<file path="config.mk">
export PLATFORM = sky130hd
export DESIGN_NAME = log_reader_flat
export DESIGN_NICKNAME = d
export VERILOG_FILES = /design/src/rtl/log_reader_if.sv /design/src/rtl/log_reader.sv /design/src/flat_wrapper.sv
export SDC_FILE = /design/constraint.sdc
export NUM_CORES = 1
export LEC_CHECK = 0
export BUFFER_PORTS_ARGS = -buffer_cell sky130_fd_sc_hd__buf_2
export CAP_MARGIN = 15
export CORE_UTILIZATION = 52
export DETAILED_ROUTE_END_ITERATION = 7
export PLACE_DENSITY = 0.85
export SYNTH_ARGS = -nofsm -noshare
export SYNTH_HDL_FRONTEND = slang
export SYNTH_SLANG_ARGS = --single-unit
</file>
<file path="constraint.sdc">
create_clock -name clk -period 3.8 [get_ports clk]
set_input_delay 0.57 -clock clk [delete_from_list [all_inputs] [get_ports clk]]
set_output_delay 0.57 -clock clk [all_outputs]
set_load 0.005 [all_outputs]
</file>
<file path="src/rtl/log_reader_if.sv">
// Bundles the log RAM read port and the decoded record stream of log_reader.
// master: the reader side (issues RAM reads, sources records).
// slave:  the RAM/consumer side.
interface log_reader_if #(
   parameter int unsigned ADDR_W = 16,
   parameter int unsigned DATA_W = 37
);
   logic              ram_rd_en;
   logic [ADDR_W-1:0] ram_rd_addr;
   logic [DATA_W-1:0] ram_rd_data;
   logic              rec_valid;
   logic              rec_ready;
   logic [2:0]        rec_type;
   logic [15:0]       rec_pc;
   logic [15:0]       rec_addr;
   logic              rec_en;
   logic              rec_wr;
   logic [ADDR_W-1:0] rec_idx;
   logic              rec_bad;

   modport master (
      output ram_rd_en, ram_rd_addr,
      input  ram_rd_data,
      output rec_valid, rec_type, rec_pc, rec_addr, rec_en, rec_wr, rec_idx, rec_bad,
      input  rec_ready
   );

   modport slave (
      input  ram_rd_en, ram_rd_addr,
      output ram_rd_data,
      input  rec_valid, rec_type, rec_pc, rec_addr, rec_en, rec_wr, rec_idx, rec_bad,
      output rec_ready
   );
endinterface

</file>
<file path="src/rtl/log_reader.sv">
// Drain side of the attestation event log: walks the log RAM behind the writer's pointer,
// decodes each 37-bit record and offers it on a valid/ready stream. Detects the writer
// lapping the reader (sticky ovf) and drops the oldest overwritten record.
// Optional feature: LOG_READER_FILTER_EN adds a per-type pass mask (type_mask).
module log_reader #(
   parameter int unsigned ADDR_W = 16,
   parameter int unsigned DATA_W = 37
) (
   input  logic              clk,
   input  logic              reset_n,
   input  logic              clr_ram,
   input  logic [ADDR_W-1:0] log_wr_addr,
`ifdef LOG_READER_FILTER_EN
   input  logic [7:0]        type_mask,
`endif
   log_reader_if.master      bus,
   output logic [ADDR_W-1:0] pending,
   output logic              ovf
);

   typedef enum logic [1:0] {StIdle, StWait, StHold} state_e;

   state_e            state_q, state_d;
   logic [ADDR_W-1:0] rd_ptr_q, rd_ptr_d;
   logic [ADDR_W-1:0] wr_q, wr_d;
   logic              ovf_q, ovf_d;
   logic [2:0]        rec_type_q, rec_type_d;
   logic [15:0]       rec_pc_q, rec_pc_d;
   logic [15:0]       rec_addr_q, rec_addr_d;
   logic              rec_en_q, rec_en_d;
   logic              rec_wr_q, rec_wr_d;
   logic [ADDR_W-1:0] rec_idx_q, rec_idx_d;
   logic              rec_bad_q, rec_bad_d;

   logic       empty;
   logic       lap;
   logic       keep;
   logic [2:0] d_type;

   assign pending = wr_q - rd_ptr_q;
   assign empty   = (pending == '0);
   assign d_type  = bus.ram_rd_data[36:34];

   // Writer moved onto our read pointer with records still unread: oldest one is gone.
   assign lap = (log_wr_addr != wr_q) && (log_wr_addr == rd_ptr_q) && !empty;

`ifdef LOG_READER_FILTER_EN
   assign keep = type_mask[d_type];
`else
   assign keep = 1'b1;
`endif

   // State and datapath registers
   always_ff @(posedge clk or negedge reset_n) begin
      if (!reset_n) begin
         state_q    <= StIdle;
         rd_ptr_q   <= '0;
         wr_q       <= '0;
         ovf_q      <= 1'b0;
         rec_type_q <= '0;
         rec_pc_q   <= '0;
         rec_addr_q <= '0;
         rec_en_q   <= 1'b0;
         rec_wr_q   <= 1'b0;
         rec_idx_q  <= '0;
         rec_bad_q  <= 1'b0;
      end else begin
         state_q    <= state_d;
         rd_ptr_q   <= rd_ptr_d;
         wr_q       <= wr_d;
         ovf_q      <= ovf_d;
         rec_type_q <= rec_type_d;
         rec_pc_q   <= rec_pc_d;
         rec_addr_q <= rec_addr_d;
         rec_en_q   <= rec_en_d;
         rec_wr_q   <= rec_wr_d;
         rec_idx_q  <= rec_idx_d;
         rec_bad_q  <= rec_bad_d;
      end
   end

   // Next-state: read when non-empty, capture, then hold until the consumer takes it
   always_comb begin
      state_d = state_q;
      unique case (state_q)
         StIdle:  if (!empty) state_d = StWait;
         StWait:  state_d = keep ? StHold : StIdle;
         StHold:  if (bus.rec_ready) state_d = StIdle;
         default: state_d = StIdle;
      endcase
      if (clr_ram) state_d = StIdle;
   end

   // Pointer, overflow and record-field updates
   always_comb begin
      wr_d       = log_wr_addr;
      rd_ptr_d   = rd_ptr_q;
      ovf_d      = ovf_q;
      rec_type_d = rec_type_q;
      rec_pc_d   = rec_pc_q;
      rec_addr_d = rec_addr_q;
      rec_en_d   = rec_en_q;
      rec_wr_d   = rec_wr_q;
      rec_idx_d  = rec_idx_q;
      rec_bad_d  = rec_bad_q;
      if (state_q == StWait) begin
         // Filtered records still advance the pointer; they are just never presented.
         rd_ptr_d = rd_ptr_q + ADDR_W'(1);
         if (keep) begin
            rec_type_d = d_type;
            rec_pc_d   = bus.ram_rd_data[33:18];
            rec_addr_d = bus.ram_rd_data[17:2];
            rec_en_d   = bus.ram_rd_data[1];
            rec_wr_d   = bus.ram_rd_data[0];
            rec_idx_d  = rd_ptr_q;
            rec_bad_d  = (bus.ram_rd_data[36:35] == 2'b11);
         end
      end
      if (lap) begin
         ovf_d    = 1'b1;
         rd_ptr_d = log_wr_addr + ADDR_W'(1);
      end
      if (clr_ram) begin
         wr_d     = '0;
         rd_ptr_d = '0;
         ovf_d    = 1'b0;
      end
   end

   // Outputs decoded from the current state and registered fields
   always_comb begin
      bus.ram_rd_en   = (state_q == StIdle) && !empty && !clr_ram;
      bus.ram_rd_addr = rd_ptr_q;
      bus.rec_valid   = (state_q == StHold);
      bus.rec_type    = rec_type_q;
      bus.rec_pc      = rec_pc_q;
      bus.rec_addr    = rec_addr_q;
      bus.rec_en      = rec_en_q;
      bus.rec_wr      = rec_wr_q;
      bus.rec_idx     = rec_idx_q;
      bus.rec_bad     = rec_bad_q;
      ovf             = ovf_q;
   end

endmodule
</file>
<file path="src/flat_wrapper.sv">
// flat-port wrapper written by rule: the top's interface ports become plain ports
module log_reader_flat 
#(
   parameter int unsigned ADDR_W = 16,
   parameter int unsigned DATA_W = 37
)
  (clk, reset_n, clr_ram, log_wr_addr, pending, ovf, bus_ram_rd_en, bus_ram_rd_addr, bus_ram_rd_data, bus_rec_valid, bus_rec_type, bus_rec_pc, bus_rec_addr, bus_rec_en, bus_rec_wr, bus_rec_idx, bus_rec_bad, bus_rec_ready);
  log_reader_if #(.ADDR_W(ADDR_W), .DATA_W(DATA_W)) bus_i ();
  input  logic clk;
  input  logic reset_n;
  input  logic clr_ram;
  input  logic [ADDR_W-1:0] log_wr_addr;
  output logic [ADDR_W-1:0] pending;
  output logic ovf;
  output wire logic [$bits(bus_i.ram_rd_en)-1:0] bus_ram_rd_en;
  output wire logic [$bits(bus_i.ram_rd_addr)-1:0] bus_ram_rd_addr;
  input wire logic [$bits(bus_i.ram_rd_data)-1:0] bus_ram_rd_data;
  output wire logic [$bits(bus_i.rec_valid)-1:0] bus_rec_valid;
  output wire logic [$bits(bus_i.rec_type)-1:0] bus_rec_type;
  output wire logic [$bits(bus_i.rec_pc)-1:0] bus_rec_pc;
  output wire logic [$bits(bus_i.rec_addr)-1:0] bus_rec_addr;
  output wire logic [$bits(bus_i.rec_en)-1:0] bus_rec_en;
  output wire logic [$bits(bus_i.rec_wr)-1:0] bus_rec_wr;
  output wire logic [$bits(bus_i.rec_idx)-1:0] bus_rec_idx;
  output wire logic [$bits(bus_i.rec_bad)-1:0] bus_rec_bad;
  input wire logic [$bits(bus_i.rec_ready)-1:0] bus_rec_ready;
  assign bus_ram_rd_en = bus_i.ram_rd_en;
  assign bus_ram_rd_addr = bus_i.ram_rd_addr;
  assign bus_i.ram_rd_data = bus_ram_rd_data;
  assign bus_rec_valid = bus_i.rec_valid;
  assign bus_rec_type = bus_i.rec_type;
  assign bus_rec_pc = bus_i.rec_pc;
  assign bus_rec_addr = bus_i.rec_addr;
  assign bus_rec_en = bus_i.rec_en;
  assign bus_rec_wr = bus_i.rec_wr;
  assign bus_rec_idx = bus_i.rec_idx;
  assign bus_rec_bad = bus_i.rec_bad;
  assign bus_i.rec_ready = bus_rec_ready;
  log_reader #(.ADDR_W(ADDR_W), .DATA_W(DATA_W)) u_core (.clk(clk), .reset_n(reset_n), .clr_ram(clr_ram), .log_wr_addr(log_wr_addr), .bus(bus_i), .pending(pending), .ovf(ovf));
endmodule
</file>
==> results of run 1 <==
cell usage after synthesis (6+ instances only):
cell type / count
nor2b_1: 19
clkbuf_1: 13
xor2_1: 19
ha_1: 16
xnor2_1: 27
nand2b_1: 7
nor2_1: 23
nand4_1: 10
o21ai_0: 7
nand3_1: 6
nand2_1: 8
a21oi_1: 19
nor4_1: 8
mux2_2: 53
inv_1: 24
dfrtp_1: 89
cells by family (layout without fill, tap and decap cells):
logic type	after synthesis	after routing	synth area share
compound gates	63	63	0.0936
xor+xnor	47	47	0.0862
flops	89	89	0.458
mux	58	58	0.137
fa+ha+maj	17	17	0.0453
simple gates	111	111	0.140
buf+inv	44	203	0.0396
final timing paths:
check | depth (start not counted) | slack (ns) | end | start
max in group asynchronous | 2 | 3.00 | u_core.bus.rec_pc[3] | reset_n
max | 9 | -0.006 | bus_ram_rd_en | u_core.bus.ram_rd_addr[6]
min reg2reg | 1 | 0.51 | u_core.bus.rec_pc[1] | u_core.bus.rec_pc[1]
min in group clk | 2 | 0.44 | u_core.bus.rec_addr[14] | bus_ram_rd_data[16]
min | 1 | 0.17 | u_core.bus.rec_addr[11] | reset_n
max reg2reg | 10 | 0.24 | u_core.bus.ram_rd_addr[8] | u_core.bus.ram_rd_addr[6]
routing by layer:
metal | vias to the layer above | share of wire | global-route usage
li1 | 1820 | - | -
met1 | 1934 | 0.40 | 0.320
met2 | 212 | 0.49 | 0.453
met4 | 0 | 0.035 | 0.130
met3 | 38 | 0.076 | 0.0645
met5 | - | 0 | 0
worst reg2reg max path, cell delays in order (launching register included):
cell	delay [ns]
dfrtp_2	0.47
inv_1	0.07
ha_1	0.41
a2111oi_2	0.46
a211oi_2	0.21
a211oi_1	0.47
xnor2_2	0.24
nor4_2	0.13
a21o_4	0.32
nor4_2	0.33
mux2_4	0.33
timing repair:
item / in CTS / in global routing
pin swaps: 4 / 4
setup endpoints to repair: 1 / 3
resized for setup: 15 / 8
hold buffers: 0 / 0
buffers inserted: 6 / 1
sequential cells by signal (all words and copies together) (netlist names):
register	flops
u_core.bus.ram_rd_addr	16
u_core.bus.rec_idx	16
u_core.bus.rec_type	3
u_core.state_q	2
u_core.wr_q	16
u_core.bus.rec_addr	16
u_core.ovf	1
u_core.bus.rec_wr	1
u_core.bus.rec_pc	16
u_core.bus.rec_bad	1
u_core.bus.rec_en	1
per-stage QoR:
step	std cells	TNS [ns]	util	total power, mW
global route	696	-0.173	0.685	2.60
floorplan	429	0	-	1.49
CTS	694	-0.0668	0.677	2.49
finish	696	-0.00572	0.685	2.49
detailed placement	672	0	0.642	1.76
global placement	672	0	0.642	1.73
area by class of cell:
| class | instances | area, sq um | area share |
|---|---|---|---|
| Timing Repair Buffer | 163 | 887 | 0.146 |
| Clock inverter | 5 | 78.8 | 0.0129 |
| Multi-Input combinational cell | 296 | 2520 | 0.414 |
| Sequential cell | 89 | 2230 | 0.367 |
| Tap cell | 108 | 135 | 0.0222 |
| Inverter | 24 | 90.1 | 0.0148 |
| Clock buffer | 11 | 141 | 0.0232 |
report_power, final:
group,internal (mW),switching (mW),total [mW]
clock,0.388,0.324,0.711
sequential,1.07,0.0700,1.14
combinational,0.330,0.310,0.641
==> reports/summary.txt, run 1 <==
================================================================================
Post-synth ARST share .............................................         1.00
Die outline area ..................................................   9740 sq um
CP delay by family, top ........................................... compound AO/OA/AOI/OAI gates
Number of diodes added for antenna fixing .........................            0
Worst-case setup margin in the final layout .......................  -0.00572 ns
Most common cell after layout, fill and taps aside ................        buf_2
Routability cong. .................................................        0.857
Max-slew headroom .................................................        0.522
Area share of the largest cell type after synthesis ...............        0.458
Detailed placement HPWL ...........................................      9050 um
Worst hold slack after final layout ...............................     0.166 ns
Number of endpoints with negative hold slack in the final report ..            0
Leading cell types by total area after synthesis .................. dfrtp_1, mux2_2, xnor2_1
Clock tree sinks ..................................................           89
Leading cell types in the layout, fill and taps excluded .......... buf_2, dfrtp_1, mux2_2
TritonCTS clock tree ..............................................          yes
Drt via density ...................................................         5.75
Endpoint kind of the worst setup timing path ...................... primary output
Final standard cell area without fillers ..........................   6090 sq um
Data arrival time at the worst-slack endpoint .....................      3.24 ns
Crit-path max FO ..................................................            8
Area added between synthesis and finish ...........................        25.2%
Kind of path behind the tightest hold check .......................  in -> async
Fraction of final layout cells with drive strength greater than 1 .        0.459
Crit path cell chain .............................................. inv_1 > ha_1 > a2111oi_2 > a211oi_2 > a211oi_1 > xnor2_2 > nor4b_4 > nor4_2 > buf_2
# IOs .............................................................          146
Placeable core region .............................................   8890 sq um
Number of DRC violations after detailed routing ...................            0
Cell variety after synth ..........................................           58
Starting density of the core ......................................        0.547
Critical path buffers and inverters ...............................            2
Worst setup timing slack at the placement stage ...................    0.0763 ns
First-pass iteration count of the detailed router .................            5
Final Skew ........................................................    0.0121 ns
Cell taking the most area after synthesis .........................      dfrtp_1
Slew @ Worst Pin ..................................................     0.716 ns
Overall die width .................................................      98.7 um
Number of setup violations in the final report ....................            1
Total power density per cell area .................................  409 nW/um^2
Synthesis-stage register bit count ................................           89
Placement Rows ....................................................           34
Number of enable flip-flop cells after synthesis ..................            0
Failing checks .................................................... negative setup slack
Average wire length per cell after detail routing .................      18.1 um
Pin count of the biggest net entering global routing ..............           90
Clock Pin Slew Worst Setup and Hold Paths .........................      0.09 ns
Run status ........................................................ complete, but fails checks
Post-DP Area ......................................................   5710 sq um
Number of I/O port buffers ........................................          145
Fill cell count ...................................................          661
Maxcap violations .................................................            0
DRC marker count from the first detailed-route iteration ..........          330
DIE HEIGHT ........................................................      98.7 um
Total count of max-transition violations in the final report ......            0
Syn. warnings .....................................................            0
Final period util .................................................         1.00
Crit-path slowest cell ............................................      dfrtp_2
Top flip-flop cell by instance count after synthesis ..............      dfrtp_1
Critical path class ...............................................   reg -> out
Syn avg cell area .................................................   11.3 sq um
Vias in the first global route ....................................         4178
Vias ..............................................................         4004
Num CTS Buffers ...................................................            9
Global-route wire length before repair ............................     20300 um
Nets@finish .......................................................          657
Worst-skew pair later-pin latency .................................      0.35 ns
Number of antenna violations at the first check in global routing .            0
Worst path required time ..........................................      3.23 ns
Gr ovfl total .....................................................            0
Highest cell delay on the worst timing path .......................      0.47 ns
Net count after synthesis .........................................          503
Total global-route track usage ....................................        0.267
Number of H-tree branching levels .................................            3
Startpoint kind of the worst setup timing path ....................     register
Total wirelength of the detailed-routed design ....................     12600 um
Post-synthesis sequential area ratio ..............................        0.458
Final min period ..................................................      3.81 ns
Synthesized instance count ........................................          429
Peak supply drop ..................................................       311 uV
LEAKAGE ...........................................................      2.90 nW
Post-detailed-route count of antenna-violating nets ...............            0
Unrepaired setup endpoints after global routing ...................          yes
Root cell of the clock tree .......................................     clkbuf_8
Synthesized cell area .............................................   4860 sq um
Max Freq ..........................................................      263 MHz
Worst-case clock buffer depth .....................................            2
================================================================================
(Power assumes the default switching activity.)
==> inputs of run 2 (changes only) <==
- CORE_MARGIN: unset -> 2
- CORE_UTILIZATION: 52 -> 54
- CTS_BUF_LIST: unset -> sky130_fd_sc_hd__clkbuf_2
- PLACE_DENSITY: 0.85 -> 0.87
==> run 2 against run 1 <==
Setup slack worse by 0.30 ns; flip-flop and latch count unchanged; count of clock-buffer cells in the layout shrank 2; die area grew 0.39%; power shrank 12%; critical path type unchanged; maximum frequency down 7.3%; design area decreased by 1.8%; largest cell class unchanged; the flow still finishes with violations (negative setup slack); global-route usage shrank 2.1 points; clock power down 42%.
==> reports/summary.txt, run 2 (same netlist as run 1, synthesis figures left out) <==
================================================================================
Relative contribution of sequential cells to total power ..........        0.519
TritonCTS clock tree ..............................................          yes
Max Freq ..........................................................      243 MHz
DIE HEIGHT ........................................................      98.9 um
Number of H-tree branching levels .................................            3
Start of the worst register-to-register path ...................... u_core.wr_q[0]
Worst setup path start ............................................ u_core.wr_q[0]
Placeable core region .............................................   8720 sq um
Number of setup violations in the final report ....................            1
Number of I/O port buffers ........................................          145
Run status ........................................................ complete, but fails checks
Worst-case setup margin in the final layout .......................    -0.307 ns
Peak supply drop ..................................................       324 uV
Hold-critical path depth ..........................................            2
Startpoint kind of the worst setup timing path ....................     register
Fraction of final layout cells with drive strength greater than 1 .        0.452
Overall die width .................................................      98.9 um
Sum of negative setup slack .......................................    -0.307 ns
Final period util .................................................         1.08
First-pass iteration count of the detailed router .................            5
Endpoint kind of the worst setup timing path ...................... primary output
Design internal power .............................................      1.49 mW
Slew @ Worst Pin ..................................................     0.689 ns
Worst setup timing slack at the placement stage ...................    0.0237 ns
Total power density per cell area .................................  366 nW/um^2
Fraction of power spent switching nets ............................        0.319
Most common cell after layout, fill and taps aside ................        buf_2
Post-route total power ............................................      2.19 mW
Vias in the first global route ....................................         4047
Critical Path Sink ................................................ bus_ram_rd_en
Unrepaired setup endpoints after global routing ...................          yes
Post-Route Utilization ............................................        0.686
Clock tree sinks ..................................................           89
Final Skew ........................................................    0.0516 ns
Share of power burned in combinational logic ......................        0.293
Total wirelength of the detailed-routed design ....................     12000 um
Relative contribution of the clock network to total power .........        0.188
Max-slew headroom .................................................        0.540
Endpoint of the worst-slack reg-to-reg timing path ................ u_core.bus.ram_rd_addr[10]
Critical path class ...............................................   reg -> out
Die outline area ..................................................   9780 sq um
Routability cong. .................................................        0.847
Total global-route track usage ....................................        0.246
Drt via density ...................................................         5.63
Sw Pwr ............................................................     0.697 mW
Worst-case clock buffer depth .....................................            2
Post-detailed-route count of antenna-violating nets ...............            0
Crit-path max FO ..................................................            3
Worst-skew pair later-pin latency .................................      0.54 ns
Number of endpoints with negative hold slack in the final report ..            0
Worst path required time ..........................................      3.23 ns
Final min period ..................................................      4.11 ns
Number of DRC violations after detailed routing ...................            0
Failing checks .................................................... negative setup slack
Nets@finish .......................................................          658
Maxcap violations .................................................            0
Reg-to-reg setup timing slack .....................................      0.21 ns
# IOs .............................................................          146
Detailed placement HPWL ...........................................      9030 um
Kind of path behind the tightest hold check .......................    in -> reg
Pin count of the biggest net entering global routing ..............           90
Total count of max-transition violations in the final report ......            0
Data arrival time at the worst-slack endpoint .....................      3.54 ns
Leading cell types in the layout, fill and taps excluded .......... buf_2, dfrtp_1, mux2_2
Starting density of the core ......................................        0.558
Depth of the worst register-to-register path ......................           15
Global-route wire length before repair ............................     19200 um
Number of antenna violations at the first check in global routing .            0
Area added between synthesis and finish ...........................        22.9%
LEAKAGE ...........................................................      2.85 nW
Gr ovfl total .....................................................            0
Average wire length per cell after detail routing .................      17.2 um
Number of diodes added for antenna fixing .........................            0
Placement Rows ....................................................           34
Worst hold slack after final layout ...............................     0.246 ns
Root cell of the clock tree .......................................     clkbuf_2
Num CTS Buffers ...................................................            9
DRC marker count from the first detailed-route iteration ..........          241
Clock Pin Slew Worst Setup and Hold Paths .........................      0.28 ns
Vias ..............................................................         3924
================================================================================
[run 2: cell types whose count changed in the layout (fill, tap and decap cells not counted), moves of 2 or more]
cell,previous run,this run
clkbuf_2,0,9
clkbuf_8,10,0
bufinv_16,2,0
clkinvlp_4,0,2
[run 2: how the worst min path moves through the flow]
| stage | start | end |
|---|---|---|
| floorplan | reset_n | u_core.bus.ram_rd_addr[0] |
| global placement | u_core.state_q[0] | u_core.state_q[0] |
| detailed placement | u_core.ovf | u_core.ovf |
| CTS | reset_n | u_core.bus.rec_idx[2] |
| global route | bus_ram_rd_data[17] | u_core.bus.rec_addr[15] |
| finish | bus_ram_rd_data[9] | u_core.bus.rec_addr[7] |
[run 2: power by group through the flow]
stage	clock network (mW)	registers (mW)	logic (mW)
after floorplan	0	1.16	0.334
after global placement	0	1.14	0.589
after detailed placement	0	1.15	0.611
after CTS	0.422	1.14	0.630
after global routing	0.455	1.15	0.703
final	0.411	1.13	0.640
[run 2: layout make-up]
type	instances	area (sq um)
clock buffers	9	45.0
well taps	108	135
inverters	24	90.1
multi-input cells	296	2540
flip-flops and latches	89	2230
fillers	650	2740
clock inverters	7	46.3
repair buffers	164	893
[run 2: worst max-delay path, stage by stage (launching register included)]
cell and delay (ns):
dfrtp_1 0.45, inv_2 0.06, ha_4 0.17, fa_2 0.36, nand2b_4 0.16, a21oi_4 0.17
o32ai_2 0.10, xnor2_1 0.16, or4_4 0.56, nor4b_4 0.27, nor4b_4 0.32, nor4_2 0.06
buf_2 0.15
[run 2: repair_timing]
item	4_1_cts	5_1_grt
buffers inserted	7	2
pin swaps	4	7
resized for setup	11	7
setup endpoints to repair	1	5
hold buffers	0	1
hold endpoints to repair	0	32
[run 2: layer usage]
metal	wire, um	global-route usage	vias up
met5	0	0	-
met2	6000	0.419	166
met3	1090	0.0730	21
met4	267	0.0769	0
li1	-	-	1819
met1	4650	0.302	1918
[run 2: through the flow]
step	instance area [sq um]	cells
finish	5980	697
global route	5980	697
CTS	5890	693
detailed placement	5690	670
global placement	5690	670
floorplan	4860	429
